==> src/rtl/pipelined_csel_adder.sv <==
`default_nettype none
// ============================================================================
//  Module      : pipelined_csel_adder
//  Description : Two-stage carry-select adder with valid/ready handshakes.
//                Optional subtract mode enabled by macro CSEL_SUB_EN.
//  Revision    : 1.0  initial release
// ============================================================================
module pipelined_csel_adder #(
    parameter int WIDTH = 16,
    parameter int BLK   = 4
) (
    input  logic             clk,
    input  logic             rst_n,
    input  logic             in_valid,
    output logic             in_ready,
    input  logic [WIDTH-1:0] a,
    input  logic [WIDTH-1:0] b,
    input  logic             c_in,
`ifdef CSEL_SUB_EN
    input  logic             sub,
`endif
    output logic             out_valid,
    input  logic             out_ready,
    output logic [WIDTH-1:0] sum,
    output logic             c_out,
    output logic             ovf
);

    localparam int NBLK = WIDTH / BLK;

    generate
        if ((WIDTH % BLK) != 0) begin : g_bad_cfg
            $error("pipelined_csel_adder: WIDTH must be an integer multiple of BLK");
        end
    endgenerate

    logic [WIDTH-1:0] w_b_eff;
    logic             w_cin_eff;

`ifdef CSEL_SUB_EN
    // Subtraction as a + ~b + 1; c_in is ignored while sub is high.
    assign w_b_eff   = sub ? ~b : b;
    assign w_cin_eff = sub | c_in;
`else
    assign w_b_eff   = b;
    assign w_cin_eff = c_in;
`endif

    logic [WIDTH-1:0] w_sum0, w_sum1;
    logic [NBLK-1:0]  w_cy0, w_cy1;

    for (genvar i = 0; i < NBLK; i++) begin : g_blk
        logic [BLK:0] w_p0, w_p1;
        assign w_p0 = {1'b0, a[i*BLK +: BLK]} + {1'b0, w_b_eff[i*BLK +: BLK]};
        assign w_p1 = w_p0 + {{BLK{1'b0}}, 1'b1};
        assign w_sum0[i*BLK +: BLK] = w_p0[BLK-1:0];
        assign w_sum1[i*BLK +: BLK] = w_p1[BLK-1:0];
        assign w_cy0[i] = w_p0[BLK];
        assign w_cy1[i] = w_p1[BLK];
    end

    logic             s1_valid_q, s1_valid_d;
    logic [WIDTH-1:0] s1_sum0_q, s1_sum0_d, s1_sum1_q, s1_sum1_d;
    logic [NBLK-1:0]  s1_cy0_q, s1_cy0_d, s1_cy1_q, s1_cy1_d;
    logic             s1_cin_q, s1_cin_d;
    logic             s1_axb_q, s1_axb_d;
    logic             out_valid_q, out_valid_d;
    logic [WIDTH-1:0] sum_q, sum_d;
    logic             c_out_q, c_out_d;
    logic             ovf_q, ovf_d;

    logic             w_s2_load;
    logic [WIDTH-1:0] w_res;
    logic             w_carry;

    assign w_s2_load = !out_valid_q || out_ready;
    assign in_ready  = !s1_valid_q || w_s2_load;

    always_comb begin
        s1_valid_d = s1_valid_q;
        s1_sum0_d  = s1_sum0_q;
        s1_sum1_d  = s1_sum1_q;
        s1_cy0_d   = s1_cy0_q;
        s1_cy1_d   = s1_cy1_q;
        s1_cin_d   = s1_cin_q;
        s1_axb_d   = s1_axb_q;
        if (in_ready) begin
            s1_valid_d = in_valid;
        end
        if (in_valid && in_ready) begin
            s1_sum0_d = w_sum0;
            s1_sum1_d = w_sum1;
            s1_cy0_d  = w_cy0;
            s1_cy1_d  = w_cy1;
            s1_cin_d  = w_cin_eff;
            // Operand MSB parity lets stage 2 recover the carry into the MSB.
            s1_axb_d  = a[WIDTH-1] ^ w_b_eff[WIDTH-1];
        end
    end

    always_comb begin
        w_carry = s1_cin_q;
        w_res   = '0;
        for (int i = 0; i < NBLK; i++) begin
            if (w_carry) begin
                w_res[i*BLK +: BLK] = s1_sum1_q[i*BLK +: BLK];
                w_carry             = s1_cy1_q[i];
            end else begin
                w_res[i*BLK +: BLK] = s1_sum0_q[i*BLK +: BLK];
                w_carry             = s1_cy0_q[i];
            end
        end
    end

    always_comb begin
        out_valid_d = out_valid_q;
        sum_d       = sum_q;
        c_out_d     = c_out_q;
        ovf_d       = ovf_q;
        if (w_s2_load) begin
            out_valid_d = s1_valid_q;
            if (s1_valid_q) begin
                sum_d   = w_res;
                c_out_d = w_carry;
                ovf_d   = w_carry ^ (w_res[WIDTH-1] ^ s1_axb_q);
            end
        end
    end

    always_ff @(posedge clk or negedge rst_n) begin
        if (!rst_n) begin
            s1_valid_q  <= 1'b0;
            s1_sum0_q   <= '0;
            s1_sum1_q   <= '0;
            s1_cy0_q    <= '0;
            s1_cy1_q    <= '0;
            s1_cin_q    <= 1'b0;
            s1_axb_q    <= 1'b0;
            out_valid_q <= 1'b0;
            sum_q       <= '0;
            c_out_q     <= 1'b0;
            ovf_q       <= 1'b0;
        end else begin
            s1_valid_q  <= s1_valid_d;
            s1_sum0_q   <= s1_sum0_d;
            s1_sum1_q   <= s1_sum1_d;
            s1_cy0_q    <= s1_cy0_d;
            s1_cy1_q    <= s1_cy1_d;
            s1_cin_q    <= s1_cin_d;
            s1_axb_q    <= s1_axb_d;
            out_valid_q <= out_valid_d;
            sum_q       <= sum_d;
            c_out_q     <= c_out_d;
            ovf_q       <= ovf_d;
        end
    end

    assign out_valid = out_valid_q;
    assign sum       = sum_q;
    assign c_out     = c_out_q;
    assign ovf       = ovf_q;

endmodule
`default_nettype wire

==> config.mk <==
export PLATFORM = sky130hd
export DESIGN_NAME = pipelined_csel_adder
export DESIGN_NICKNAME = d
export VERILOG_FILES = /design/src/rtl/pipelined_csel_adder.sv
export SDC_FILE = /design/constraint.sdc
export NUM_CORES = 1
export LEC_CHECK = 0
export CORE_MARGIN = 2
export CORE_UTILIZATION = 50
export DETAILED_ROUTE_END_ITERATION = 16
export PLACE_DENSITY = 0.8
export SLEW_MARGIN = 0
export SYNTH_ARGS = -nofsm -noshare
export SYNTH_HDL_FRONTEND = slang
export SYNTH_SLANG_ARGS = --single-unit
==> constraint.sdc <==
create_clock -name clk -period 2.75 [get_ports clk]
set_input_delay 0.4125 -clock clk [delete_from_list [all_inputs] [get_ports clk]]
set_output_delay 0.4125 -clock clk [all_outputs]
set_load 0.03 [all_outputs]
---- Word level (Yosys, flattened, before mapping) ----
Cells that the tools add are included.
word-level totals
  register bits after elaboration ......... 62
  output and inout bits ................... 20
operators by class
  add/subtract/negate cells ............... 8
  mux-type cells .......................... 8
  bitwise operators ....................... 3
  reduce and logical (&&, ||, !) cells .... 6
operators by type and width
  operator                                     number
  adder 4 x 4 -> 5 bit                         4
  adder 5 x 1 -> 5 bit, second input constant  4
  two-way mux 4 bit                            4
  two-way mux 1 bit                            4
  XOR 1 bit                                    3
  logical NOT 1 bit                            2
  logical OR 1 bit                             2
  AND reduction 2 bit                          1
  logical AND 1 bit                            1

---- Logic depth before layout (Yosys ltp) ----
Gate-level depths: netlist of run 1.
  depth in word-level cells ............... 6
  gate-level depth with buffers ........... 9
  gate-level depth less buffers ........... 9

---- Least setup slack after synthesis of run 1 ----
No wires, ideal clock.
  path kind ............................... register to register
  from .................................... reg out_valid_q, in the netlist out_valid
  to ...................................... reg s1_axb_q
  arrival ................................. 1966 ps
  required time ........................... 2625 ps
  slack ................................... 660 ps
  stages on the path, launching flop included .. 5
  cell sequence ........................... dfrtp_1 -> nand3b_1 -> nand2_1 -> clkbuf_1 -> mux2_2
on the way
  longest elaborated chain between the ends .. 4
RTL lines
  item                    line  text
  from (decl)             67    logic out_valid_q, out_valid_d;
  from (signal assigned)  151   out_valid_q <= out_valid_d;
  logical NOT 1 bit       76    assign w_s2_load = !out_valid_q || out_ready;
  logical OR 1 bit        76
  logical OR 1 bit        77    assign in_ready = !s1_valid_q || w_s2_load;
  named net in_ready      15    output logic in_ready,
  logical AND 1 bit       90    if (in_valid && in_ready) begin
  to (signal assigned)    138   s1_axb_q <= 1'b0;
  to (signal assigned)    150   s1_axb_q <= s1_axb_d;
  to (decl)               66    logic s1_axb_q, s1_axb_d;
The timed path passes the listed nets, and every way through them passes these cells.
A chain may end at the register's enable or synchronous reset.

---- Worst setup path after layout of run 1 ----
  from .................................... in b[0]
  to ...................................... reg s1_cy1_q[0]
on the way
  longest elaborated chain between the ends .. 2
RTL lines
  item                  line  text
  from (decl)           17    input logic [WIDTH-1:0] b,
  adder 4 x 4 -> 5 bit  54    assign w_p0 = {1'b0, a[i*BLK +: BLK]} + {1'b0, w_b_eff[i*BLK +: BLK]};
  adder 5 x 1 -> 5 bit  55    assign w_p1 = w_p0 + {{BLK{1'b0}}, 1'b1};
  to (signal assigned)  148   s1_cy1_q <= s1_cy1_d;
  to (decl)             64    logic [NBLK-1:0] s1_cy0_q, s1_cy0_d, s1_cy1_q, s1_cy1_d;
No other way between the ends.

==> impl_metrics.json, run 1 <==
{
  "rows": 29,
  "synth-seq-cells": 62,
  "worstSetupPathType": "in2reg",
  "crit_path_start_kind": "input port",
  "dp_slack_ns": 0.0301,
  "die_h_um": 85.2,
  "synth_mux_area_frac": 0.143,
  "grt_max_degree": 65,
  "min_period_ns": 2.37,
  "drt-pass1-iter-count": 4,
  "antenna_found_initial": 0,
  "switchingPower_uw": 1080,
  "synth_top_family_by_area": "multiplexers",
  "syn_nets": 361,
  "cts_inserted_buffers": 9,
  "vias": 2382,
  "cp_slowest_stage_delay_ns": 0.49,
  "drive_gt1_frac": 0.121,
  "slew_headroom": 0.556,
  "worst_slew_pin_slew_ns": 0.665,
  "cts_resized": 0,
  "cts_num_sinks": 62,
  "worst_slack_ns": 0.380,
  "switching_share": 0.319,
  "dieArea_um2": 7260,
  "p_leak_uw": 0.00190,
  "grt_overflow": 0,
  "p_clk_frac": 0.283,
  "crit_path_end_kind": "register",
  "wl_per_cell_um": 14.1,
  "yosysWarningCount": 0,
  "ir_drop_mv": 0.644,
  "crit_arrival_ns": 2.59,
  "cts_setup_buffers": 0,
  "p_comb_frac": 0.331,
  "fmax_ghz": 0.422,
  "hpwl_um": 4610,
  "htree_levels": 3,
  "drv_slew": 0,
  "cpMaxStageDelayCell": "clkdlybuf4s50_1",
  "critical-path-top-delay-family": "adder cells",
  "power.internal_uw": 2320,
  "clk-insertion-delay-late_ns": 0.34,
  "reg2reg_setup_slack_ns": 0.46,
  "synthArstFlopShare": 1.00,
  "antennaDiodeCount": 0,
  "status": "finished, final reports clean",
  "path_buf_inv": 2,
  "fillers": 473,
  "grtUsageTotal": 0.183,
  "ys_seq_area_frac": 0.470,
  "gp_congestion": 0.766,
  "coreArea_um2": 6350,
  "die_w_um": 85.2,
  "grt_pass1_wl_um": 10400,
  "finalCritPeriodShare": 0.862,
  "rsz0062_at_grt": "false",
  "layout_common_cells": "62 x dfrtp_1, 55 x clkdlybuf4s50_1, 42 x nand2_1, 32 x o21ai_0",
  "grt_pass1_vias": 2344,
  "drt_iter0_drc": 86,
  "synth-xor-area-share": 0.0478,
  "hold_viol_final": 0,
  "via_per_inst": 5.39,
  "nets": 422,
  "r2r_start": "s1_cin_q$_DFFE_PN0P_",
  "required_ns": 2.97,
  "synth_compound_area_frac": 0.121,
  "syn2layout_area_growth_pct": 27.3,
  "ant_nets": 0,
  "ys_types": 37,
  "finalWirelength_um": 6250,
  "hold_class": "in2async",
  "tns_ns": 0,
  "synth_enable_flop_cells": 0,
  "timing.rr.end": "ovf$_DFFE_PN0P_",
  "seqPwrFrac": 0.386,
  "r2r_cells": 5,
  "start_util": 0.519,
  "syn_inst": 300,
  "skew_ns": 0.00603,
  "yosys.area_share.simple": 0.0933,
  "syn_area_um2": 3300,
  "power_density_nw_per_um2": 810,
  "synthFlopType": "dfrtp_1",
  "crit_chain": "clkdlybuf4s50_1, ha_1, inv_1, fa_1, xnor2_1, a22oi_1, o22ai_1, mux2i_1, nand3_1",
  "finalSetupViolations": 0,
  "path_clk_slew_ns": 0.07,
  "syn_area_per_cell_um2": 11.0,
  "route.detailed.drc": 0,
  "final_common_cell": "dfrtp_1",
  "port_buffers": 56,
  "tritoncts": "built",
  "cts_hold_buffers": 0,
  "timing.hold.ws_ns": 0.106,
  "synth_fa_ha_area_frac": 0.100,
  "ios": 57,
  "cp_num_cells": 9,
  "cp_max_fo": 4,
  "cts_buffer_depth": 2,
  "drv_cap": 0,
  "root_buffer": "clkbuf_8"
}
==> power by group through the flow <==
| stage | Sequential, uW | Combinational [uW] | Clock (uW) |
|---|---|---|---|
| floorplan | 1490 | 549 | 0 |
| global placement | 1320 | 1100 | 0 |
| detailed placement | 1330 | 1140 | 0 |
| CTS | 1320 | 1140 | 978 |
| global route | 1350 | 1230 | 1020 |
| finish | 1310 | 1130 | 963 |
==> sequential cells by signal, indices dropped and copies added (netlist names), 4 cells and up <==
signal     cells
sum           16
s1_cy0_q       4
s1_cy1_q       4
s1_sum1_q     16
s1_sum0_q     16
==> how the worst max path moves through the flow <==
| stage | start | slack (ns) | to |
|---|---|---|---|
| 6_report | b[0] | 0.38 | s1_cy1_q[0]$_DFFE_PN0P_ |
| 5_1_grt | b[0] | 0.22 | s1_cy1_q[0]$_DFFE_PN0P_ |
| 4_1_cts | b[0] | 0.40 | s1_cy1_q[0]$_DFFE_PN0P_ |
| 3_5_place_dp | b[0] | 0.03 | s1_cy1_q[0]$_DFFE_PN0P_ |
| 3_3_place_gp | a[0] | 0.19 | s1_cy1_q[0]$_DFFE_PN0P_ |
| 2_1_floorplan | out_valid$_DFFE_PN0P_ | 0.66 | s1_axb_q$_DFFE_PN0P_ |
==> final cells by class <==
| type | count | area, um2 | area share |
|---|---|---|---|
| Clock buffer | 11 | 141 | 0.0337 |
| Clock inverter | 4 | 95.1 | 0.0226 |
| Inverter | 9 | 33.8 | 0.00805 |
| Multi-Input combinational cell | 219 | 1670 | 0.398 |
| Sequential cell | 62 | 1550 | 0.369 |
| Tap cell | 77 | 96.3 | 0.0229 |
| Timing Repair Buffer | 60 | 611 | 0.145 |
==> through the flow <==
step	cell area (um2)	std cells	utilization	power (uW)
after floorplan	3300	300	-	2030
after global placement	3960	427	0.624	2420
after detailed placement	3960	427	0.624	2470
after CTS	4200	442	0.661	3440
after global routing	4200	442	0.661	3590
final	4200	442	0.661	3400
==> kinds of logic (layout without fill, tap and decap cells) <==
logic type | Yosys count | count (layout)
xor+xnor | 18 | 18
simple gates | 68 | 68
fa+ha+maj | 24 | 24
compound gates | 68 | 68
mux | 41 | 41
buf+inv | 19 | 84
flops | 62 | 62
==> Yosys cell counts, types with 3 or more instances <==
library cell | instances | area share
dfrtp_1 | 62 | 0.47
nand2_1 | 43 | 0.049
o21ai_0 | 32 | 0.049
ha_1 | 20 | 0.076
mux2_2 | 20 | 0.068
mux2i_1 | 18 | 0.055
xnor2_1 | 11 | 0.029
a21oi_1 | 10 | 0.015
clkbuf_1 | 9 | 0.010
inv_1 | 9 | 0.010
a21o_1 | 8 | 0.018
xor2_1 | 7 | 0.019
nand3_1 | 6 | 0.0091
nand2b_1 | 5 | 0.0095
o21ai_1 | 5 | 0.0076
fa_1 | 4 | 0.024
mux2i_4 | 3 | 0.020
o31ai_1 | 3 | 0.0068
==> metal layers <==
| metal | GRT usage | up-vias | wire length, um |
|---|---|---|---|
| met4 | 0.0678 | 0 | 105 |
| li1 | - | 1183 | - |
| met1 | 0.229 | 1136 | 2890 |
| met5 | 0 | - | 0 |
| met2 | 0.299 | 51 | 2990 |
| met3 | 0.0584 | 12 | 261 |
No activity file was read; power rests on OpenSTA's default activity.
==> run 2, diff against run 1 <==
--- a/config.mk
+++ b/config.mk
@@ -9,7 +9,6 @@
 export CORE_UTILIZATION = 50
 export DETAILED_ROUTE_END_ITERATION = 16
 export PLACE_DENSITY = 0.8
-export SLEW_MARGIN = 0
 export SYNTH_ARGS = -nofsm -noshare
 export SYNTH_HDL_FRONTEND = slang
 export SYNTH_SLANG_ARGS = --single-unit
==> results of run 2 <==
No change in the layout: final DEF, timing and power equal those of run 1.
==> run 3, diff against run 2 <==
--- a/config.mk
+++ b/config.mk
@@ -8,6 +8,7 @@
 export CORE_MARGIN = 2
 export CORE_UTILIZATION = 50
 export DETAILED_ROUTE_END_ITERATION = 16
+export HOLD_SLACK_MARGIN = 0.12
 export PLACE_DENSITY = 0.8
 export SYNTH_ARGS = -nofsm -noshare
 export SYNTH_HDL_FRONTEND = slang
==> results of run 3 <==
No change in the layout: final DEF, timing and power equal those of run 1.
